File: src/rtl/shift_count_register.sv
// shift_count_register: parametrised load/clear/count/shift register.
// Multi-bit serial shifts run one bit per clock with a busy/done handshake;
// carry reports the last bit shifted out or an inc/dec overflow.
module shift_count_register #(
    parameter int DATA_WIDTH  = 16,
    parameter int SHAMT_WIDTH = 4,
    parameter int SAT         = 0
) (
    input  logic                   clk,
    input  logic                   rst,
    input  logic                   cl,
    input  logic                   ld,
    input  logic [DATA_WIDTH-1:0]  in,
    input  logic                   inc,
    input  logic                   dec,
    input  logic                   sr,
    input  logic                   sl,
    input  logic                   il,
    input  logic                   ir,
    input  logic                   arith,
    input  logic                   rot,
    input  logic [SHAMT_WIDTH-1:0] shamt,
    output logic [DATA_WIDTH-1:0]  out,
    output logic                   carry,
    output logic                   zero,
    output logic                   busy,
    output logic                   done
);

    localparam int MSB = DATA_WIDTH - 1;

    typedef enum logic {
        IDLE,
        SHIFT
    } state_t;

    state_t                 state_q, state_d;
    logic [DATA_WIDTH-1:0]  out_q, out_d;
    logic                   carry_q, carry_d;
    logic                   done_q, done_d;
    logic [SHAMT_WIDTH-1:0] cnt_q, cnt_d;
    logic                   right_q, right_d;
    logic                   arith_q, arith_d;
    logic                   rot_q, rot_d;
    logic                   ser_q, ser_d;

    logic                   step_right;
    logic                   step_arith;
    logic                   step_rot;
    logic                   step_ser;
    logic                   fill;
    logic [DATA_WIDTH-1:0]  step_out;
    logic                   step_carry;

    // One-bit shift step: live command inputs on the command edge, latched ones afterwards.
    always_comb begin
        step_right = right_q;
        step_arith = arith_q;
        step_rot   = rot_q;
        step_ser   = ser_q;
        if (state_q == IDLE) begin
            step_right = sr;
            step_arith = arith;
            step_rot   = rot;
            step_ser   = sr ? il : ir;
        end
        if (step_right) begin
            fill       = step_rot ? out_q[0] : (step_arith ? out_q[MSB] : step_ser);
            step_out   = {fill, out_q[MSB:1]};
            step_carry = out_q[0];
        end else begin
            fill       = step_rot ? out_q[MSB] : step_ser;
            step_out   = {out_q[MSB-1:0], fill};
            step_carry = out_q[MSB];
        end
    end

    // Next-state and next-register logic: command decode in IDLE, stepping/abort in SHIFT.
    always_comb begin
        state_d = state_q;
        out_d   = out_q;
        carry_d = carry_q;
        done_d  = 1'b0;
        cnt_d   = cnt_q;
        right_d = right_q;
        arith_d = arith_q;
        rot_d   = rot_q;
        ser_d   = ser_q;
        case (state_q)
            IDLE: begin
                if (cl) begin
                    out_d   = '0;
                    carry_d = 1'b0;
                end else if (ld) begin
                    out_d   = in;
                    carry_d = 1'b0;
                end else if (inc) begin
                    if (&out_q) begin
                        carry_d = 1'b1;
                        out_d   = (SAT != 0) ? out_q : '0;
                    end else begin
                        carry_d = 1'b0;
                        out_d   = out_q + 1'b1;
                    end
                end else if (dec) begin
                    if (out_q == '0) begin
                        carry_d = 1'b1;
                        out_d   = (SAT != 0) ? out_q : '1;
                    end else begin
                        carry_d = 1'b0;
                        out_d   = out_q - 1'b1;
                    end
                end else if (sr || sl) begin
                    right_d = sr;
                    arith_d = arith;
                    rot_d   = rot;
                    ser_d   = sr ? il : ir;
                    if (shamt == '0) begin
                        done_d = 1'b1;
                    end else begin
                        out_d   = step_out;
                        carry_d = step_carry;
                        if (shamt == SHAMT_WIDTH'(1)) begin
                            done_d = 1'b1;
                        end else begin
                            state_d = SHIFT;
                            cnt_d   = shamt - 1'b1;
                        end
                    end
                end
            end
            SHIFT: begin
                if (cl) begin
                    out_d   = '0;
                    carry_d = 1'b0;
                    cnt_d   = '0;
                    state_d = IDLE;
                end else begin
                    out_d   = step_out;
                    carry_d = step_carry;
                    cnt_d   = cnt_q - 1'b1;
                    if (cnt_q == SHAMT_WIDTH'(1)) begin
                        state_d = IDLE;
                        done_d  = 1'b1;
                    end
                end
            end
            default: begin
                state_d = IDLE;
            end
        endcase
    end

    // State register with synchronous reset that also cancels any shift in flight.
    always_ff @(posedge clk) begin
        if (rst) begin
            state_q <= IDLE;
            out_q   <= '0;
            carry_q <= 1'b0;
            done_q  <= 1'b0;
            cnt_q   <= '0;
            right_q <= 1'b0;
            arith_q <= 1'b0;
            rot_q   <= 1'b0;
            ser_q   <= 1'b0;
        end else begin
            state_q <= state_d;
            out_q   <= out_d;
            carry_q <= carry_d;
            done_q  <= done_d;
            cnt_q   <= cnt_d;
            right_q <= right_d;
            arith_q <= arith_d;
            rot_q   <= rot_d;
            ser_q   <= ser_d;
        end
    end

    assign out   = out_q;
    assign carry = carry_q;
    assign zero  = (out_q == '0);
    assign busy  = (state_q == SHIFT);
    assign done  = done_q;

endmodule

File: config.mk
export PLATFORM = sky130hd
export DESIGN_NAME = shift_count_register
export DESIGN_NICKNAME = d
export VERILOG_FILES = /design/src/rtl/shift_count_register.sv
export SDC_FILE = /design/constraint.sdc
export NUM_CORES = 1
export LEC_CHECK = 0
export CAP_MARGIN = 10
export CORE_MARGIN = 2
export CORE_UTILIZATION = 40
export CTS_CLUSTER_SIZE = 8
export DETAILED_ROUTE_END_ITERATION = 10
export GPL_ROUTABILITY_DRIVEN = 0
export PLACE_DENSITY = 0.6
export SYNTH_ARGS = -nofsm -noshare
export SYNTH_HDL_FRONTEND = slang
export SYNTH_SLANG_ARGS = --single-unit
export TNS_END_PERCENT = 10
File: constraint.sdc
create_clock -name clk -period 2.57 [get_ports clk]
set_input_delay 0.3855 -clock clk [delete_from_list [all_inputs] [get_ports clk]]
set_output_delay 0.3855 -clock clk [all_outputs]
set_load 0.005 [all_outputs]
==> reports/qor.yml, run 1 <==
run_status:
  status: "finished clean"
global_route:
  grt_max_degree: 28
  antenna_found_initial: 0
  grt_pass1_wl_um: 18300
  grt_usage_pct: 26.3
  grt-ovfl-total: 0
  grt_pass1_vias: 3549
timing:
  hold_viol: 0
  rsz0062_at_grt: "false"
  worst_pin_slew_ns: 0.548
  fin_skew_ns: 0.00808
  maxSlewHeadroom_pct: 63.2
  drv_slew: 0
  fin_crit_ns: 2.53
  finalSetupViolations: 0
  final.period_utilization_pct: 98.3
  timing.fmax_mhz: 396
floorplanning:
  dieArea_sq_um: 8680
  rows: 32
  ios: 52
  fp.dieW_um: 93.2
  fp.dieH_um: 93.2
  floorplan.initialDensity_pct: 41.2
  core_area_sq_um: 7730
synthesis:
  syn_inst: 425
  ys_ff_latch: 27
  async_reset_ff_share_pct: 0
  synth_edf_count: 0
  synth_nets: 465
  synth.area.top_cells: "dfxtp_1 17%, mux2i_1 6.6%, nor2_1 5.3%"
  syn_area_sq_um: 3180
  avgSynthCellArea_sq_um: 7.48
  synth_top_cell_area_share_pct: 17.0
  synth_ff_type: "dfxtp_1"
  ys_seq_area_share_pct: 17.0
  netlist-cell-type-count: 76
  yosysTopAreaCell: "dfxtp_1"
  yosys_warnings: 0
clocking:
  cts_hold_buffers: 0
  cts_made_buffers: 3
  clockRootBuffer: "clkbuf_8"
  ctsLongestPathBuffers: 2
  cts_sinks: 27
  clk_latency_ns: 0.30
  htree_levels: 1
  clk_pin_slew_ns: 0.12
  cts_tree: "done"
routing:
  via_count: 3718
  drt_iter0_markers: 396
  route.detailed.wl_per_inst_um: 18.9
  finalWirelength_um: 11300
  first_pass_iters: 5
  ant_nets: 0
  drcViolationCount: 0
  routed_via_density: 6.21
layout:
  fin_cells: 599
  fin_nets: 538
  mostFrequentLayoutCell: "buf_4"
  fin_util_pct: 51.9
  synthToLayoutAreaGrowth_pct: 26.2
  final_cell_mix: "52 x buf_4, 51 x clkdlybuf4s50_1, 45 x nor2_1, 43 x nand2_1, 28 x a21oi_1"
  drive_above_1_share_pct: 15.9
  antenna_cells: 0
pwr:
  switching_share_pct: 38.9
  p_int_mw: 0.838
  ir_drop_mv: 0.226
  powerDensity_nw_per_um2: 342
  combinationalPowerShare_pct: 44.9
  p_leak_nw: 1.47
  seq_power_share_pct: 33.8
  power.switching_mw: 0.534
  p_clk_share_pct: 21.3
setup_path:
  reg2reg_from: "out[12]$_SDFFE_PP0P_"
  required_ns: 2.18
  worstSetupStartpointType: "flip-flop"
  endpoint_kind: "primary output"
  crit_type: "flip-flop to primary output"
  rrSetupSlack_ns: 0.28
  rr_worst_depth: 7
  crit_arrival_ns: 2.14
  crit_fanout: 2
  r2r-end: "out[3]$_SDFFE_PP0P_"
min_path:
  hold_depth: 2
  min_path_type: "flip-flop to flip-flop"
  min_to: "carry$_SDFFE_PP0P_"
  min_from: "carry$_SDFFE_PP0P_"
flow_run:
  drv_cap: 0
placement:
  dp_hpwl_um: 8280
  dp_cells: 594
  port_buffers: 51
## synth_stat cells (all sizes together) (3+ instances only)
| cell type | number |
|---|---|
| or4 | 3 |
| buf | 14 |
| dfxtp | 27 |
| o21ai | 26 |
| ha | 8 |
| inv | 15 |
| nor3b | 3 |
| mux2i | 21 |
| and3 | 4 |
| a2111oi | 5 |
| a311oi | 3 |
| o2111ai | 4 |
| nor2b | 3 |
| o221a | 3 |
| o31ai | 5 |
| nand3 | 8 |
| nor2 | 45 |
| a221oi | 3 |
| a211oi | 10 |
| nor3 | 19 |
| xor2 | 6 |
| nand2b | 5 |
| a21o | 3 |
| xnor2 | 9 |
| and4 | 5 |
| o21bai | 3 |
| nand4 | 5 |
| a21oi | 28 |
| o221ai | 4 |
| or2 | 5 |
| o32ai | 3 |
| nor4 | 8 |
| clkbuf | 22 |
| o211ai | 4 |
| a22oi | 5 |
| nand2 | 43 |
| a31oi | 7 |
## logic make-up after synthesis
| group | Yosys count | share of synthesized area [%] |
|---|---|---|
| AND/OR/NAND/NOR | 166 | 27.5 |
| AO/OA/AOI/OAI | 134 | 30.8 |
| buffers and inverters | 53 | 10.5 |
| flip-flops | 27 | 17.0 |
| multiplexers | 22 | 6.96 |
| XOR/XNOR | 15 | 4.13 |
| adder cells (fa/ha/maj) | 8 | 3.15 |
## power by group through the flow
stage / Sequential (mW) / Combinational [mW] / Clock [mW]
after CTS: 0.462 / 0.601 / 0.294
after global routing: 0.466 / 0.663 / 0.305
after global placement: 0.471 / 0.592 / 0
after floorplan: 0.469 / 0.378 / 0
after detailed placement: 0.471 / 0.598 / 0
final: 0.464 / 0.616 / 0.293
## worst max-delay path, stage by stage (launching register included)
cell             delay, ns
dfxtp_2               0.36
or4_4                 0.53
and2b_2               0.23
and4b_1               0.23
clkdlybuf4s50_1       0.51
## worst max-delay path by stage
stage	startpoint	end	slack, ns
global placement	shamt[0]	out[11]$_SDFFE_PP0P_	-0.03
floorplan	shamt[0]	out[11]$_SDFFE_PP0P_	0.49
finish	out[12]$_SDFFE_PP0P_	zero	0.04
CTS	out[12]$_SDFFE_PP0P_	zero	0.02
global route	out[12]$_SDFFE_PP0P_	zero	0.01
detailed placement	shamt[0]	out[11]$_SDFFE_PP0P_	-0.06
## sequential cells by signal (all words and copies together) (netlist names)
signal   cells
arith_q      1
busy         1
carry        1
cnt_q        4
done         1
out         16
right_q      1
rot_q        1
ser_q        1
## stage by stage
step	TNS, ns	hold slack, ns	setup slack (ns)	instance area (sq um)	power [mW]
floorplan	0	0.447	0.488	3180	0.847
global placement	-0.0292	0.471	-0.0292	3950	1.06
detailed placement	-0.0580	0.478	-0.0580	3950	1.07
CTS	0	0.509	0.0167	4000	1.36
global route	0	0.515	0.0113	4010	1.43
finish	0	0.504	0.0426	4010	1.37
## per-layer routing
metal  global-route usage, %  share of wire, %  vias to the layer above
met2                    41.1                45                      184
met5                       0                 0                        -
met1                    38.1                45                     1780
li1                        -                 -                     1735
met3                    2.74               8.3                       19
met4                    7.60               2.0                        0
## cell type report
| class | count | area, sq um |
|---|---|---|
| Clock buffer | 3 | 41.3 |
| Clock inverter | 1 | 7.51 |
| Fill cell | 786 | 3710 |
| Inverter | 17 | 63.8 |
| Multi-Input combinational cell | 345 | 2310 |
| Sequential cell | 27 | 542 |
| Tap cell | 102 | 128 |
| Timing Repair Buffer | 104 | 921 |
## timing repair
| action | CTS | global route |
|---|---|---|
| resized for setup | 0 | 2 |
| buffers inserted | 0 | 1 |
| endpoints found under the setup margin | 0 | 1 |
Note: power is estimated with default switching activity, not from simulation.
==> inputs of run 2 (changes only) <==
==> constraint.sdc (replaced) <==
create_clock -name clk -period 2.8 [get_ports clk]
set_input_delay 0.42 -clock clk [delete_from_list [all_inputs] [get_ports clk]]
set_output_delay 0.42 -clock clk [all_outputs]
set_load 0.005 [all_outputs]
==> reports/qor.yml, run 2 (synthesis gave the netlist of run 1 again) <==
run_status:
  status: "finished clean"
setup_path:
  crit_fanout: 3  # +1
  worstSetupStartpointType: "flip-flop"
  crit_arrival_ns: 2.18  # +0.04 ns
  endpoint_kind: "primary output"
  r2r-end: "out[3]$_SDFFE_PP0P_"
  required_ns: 2.38  # +0.20 ns
  reg2reg_from: "out[13]$_SDFFE_PP0P_"
  rrSetupSlack_ns: 0.45  # +0.17 ns
  crit_type: "flip-flop to primary output"
  rr_worst_depth: 6  # -1
clocking:
  cts_sinks: 27  # unchanged
  clk_latency_ns: 0.30  # about the same
  ctsResizeCount: 0  # unchanged
  cts_hold_buffers: 0  # unchanged
  htree_levels: 1  # unchanged
  cts_made_buffers: 3  # unchanged
  ctsLongestPathBuffers: 2  # unchanged
  cts_tree: "done"
  clockRootBuffer: "clkbuf_8"
  post-cts-setup-buffer-count: 0  # unchanged
  clk_pin_slew_ns: 0.12  # about the same
layout:
  final_cell_mix: "51 x clkdlybuf4s50_1, 45 x nor2_1, 43 x nand2_1, 40 x buf_4, 28 x a21oi_1"
  mostFrequentLayoutCell: "clkdlybuf4s50_1"
  fin_nets: 525  # -2.4%
  largest_register_ffs: 16  # unchanged
  fin_util_pct: 50.5  # -1.5 points
  fin_cells: 586  # -2.2%
  synthToLayoutAreaGrowth_pct: 22.6
  drive_above_1_share_pct: 13.2  # -2.7 points
  antenna_cells: 0  # unchanged
timing:
  rsz0062_at_grt: "false"
  worst_pin_slew_ns: 0.609  # +0.0612 ns
  timing.fmax_mhz: 385
  hold_viol: 0  # unchanged
  fin_setup_tns_ns: 0  # unchanged
  finalSetupViolations: 0  # unchanged
  maxSlewHeadroom_pct: 59.4  # -3.8 points
  final.period_utilization_pct: 92.9
  fin_skew_ns: 0.0102  # +0.00210 ns
  drv_slew: 0  # unchanged
  fin_crit_ns: 2.60
placement:
  dp_hpwl_um: 7920  # -4.3%
  dp_cells: 582  # -2.0%
  port_buffers: 51  # unchanged
routing:
  first_pass_iters: 5  # unchanged
  routed_via_density: 6.22  # +0.13%
  finalWirelength_um: 11100  # -2.0%
  drcViolationCount: 0  # unchanged
  ant_nets: 0  # unchanged
  route.detailed.wl_per_inst_um: 19.0  # +0.13%
  via_count: 3642  # -2.0%
  drt_iter0_markers: 286  # -28%
pwr:
  p_leak_nw: 1.41  # -4.3%
  p_total_mw: 1.24  # -9.8%
  powerDensity_nw_per_um2: 318  # -7.1%
  ir_drop_mv: 0.231  # +2.2%
floorplanning:
  ios: 52  # unchanged
  core_area_sq_um: 7730  # unchanged
  fp.dieH_um: 93.2  # unchanged
  rows: 32  # unchanged
  fp.dieW_um: 93.2  # unchanged
  dieArea_sq_um: 8680  # unchanged
  floorplan.initialDensity_pct: 41.2  # unchanged
global_route:
  grt_max_degree: 28  # unchanged
  grt_pass1_wl_um: 17900  # -2.6%
  grt_pass1_vias: 3388  # -4.5%
  grt_usage_pct: 25.9  # -0.37 points
  antenna_found_initial: 0  # unchanged
  grt-ovfl-total: 0  # unchanged
min_path:
  hold_depth: 2  # unchanged
  min_path_type: "flip-flop to flip-flop"
  min_to: "carry$_SDFFE_PP0P_"
  min_from: "carry$_SDFFE_PP0P_"
flow_run:
  drv_cap: 0  # unchanged
[run 2: cell count changes in the layout (fill, tap and decap cells not counted), sizes merged]
cell,previous run,this run
inv,15,16
buf,53,40
clkinvlp,1,0
[run 2: worst max-delay path by stage]
stage / slack, ns / from / cells past startpoint / to
finish: 0.20 / out[13]$_SDFFE_PP0P_ / 4 / zero
global route: 0.17 / out[14]$_SDFFE_PP0P_ / 4 / zero
CTS: 0.21 / out[12]$_SDFFE_PP0P_ / 4 / zero
detailed placement: 0.11 / shamt[1] / 9 / out[11]$_SDFFE_PP0P_
global placement: 0.15 / shamt[0] / 9 / out[11]$_SDFFE_PP0P_
floorplan: 0.68 / shamt[0] / 8 / out[11]$_SDFFE_PP0P_
[run 2: cell type report]
type / count / area [sq um]
clock buffer: 3 / 41.3
fill: 757 / 3830
sequential: 27 / 541
timing repair buffer: 91 / 811
clock inverter: 1 / 8.76
inverter: 17 / 63.8
multi-input combinational: 345 / 2310
tap: 102 / 128
[run 2: critical path, cell delays in order (launching register included)]
cell and delay (ns):
dfxtp_1 0.37, or4_4 0.52, and2b_2 0.24, and4b_1 0.24, clkdlybuf4s50_1 0.51
[run 2: report_power, final]
group	internal (mW)	switching, mW
clock	0.106	0.165
combinational	0.249	0.296
sequential	0.403	0.0193
[run 2: per-layer routing]
layer | GRT usage [%] | wire, um
met1 | 36.6 | 5000
met2 | 40.3 | 4920
met3 | 3.79 | 943
met4 | 8.70 | 261
met5 | 0 | 0
[run 2: stage by stage]
step | hold WS [ns] | cell area [sq um] | setup slack (ns)
final | 0.495 | 3900 | 0.200
after global routing | 0.513 | 3900 | 0.166
after CTS | 0.496 | 3900 | 0.212
after detailed placement | 0.464 | 3850 | 0.107
after global placement | 0.473 | 3850 | 0.153
after floorplan | 0.447 | 3180 | 0.684
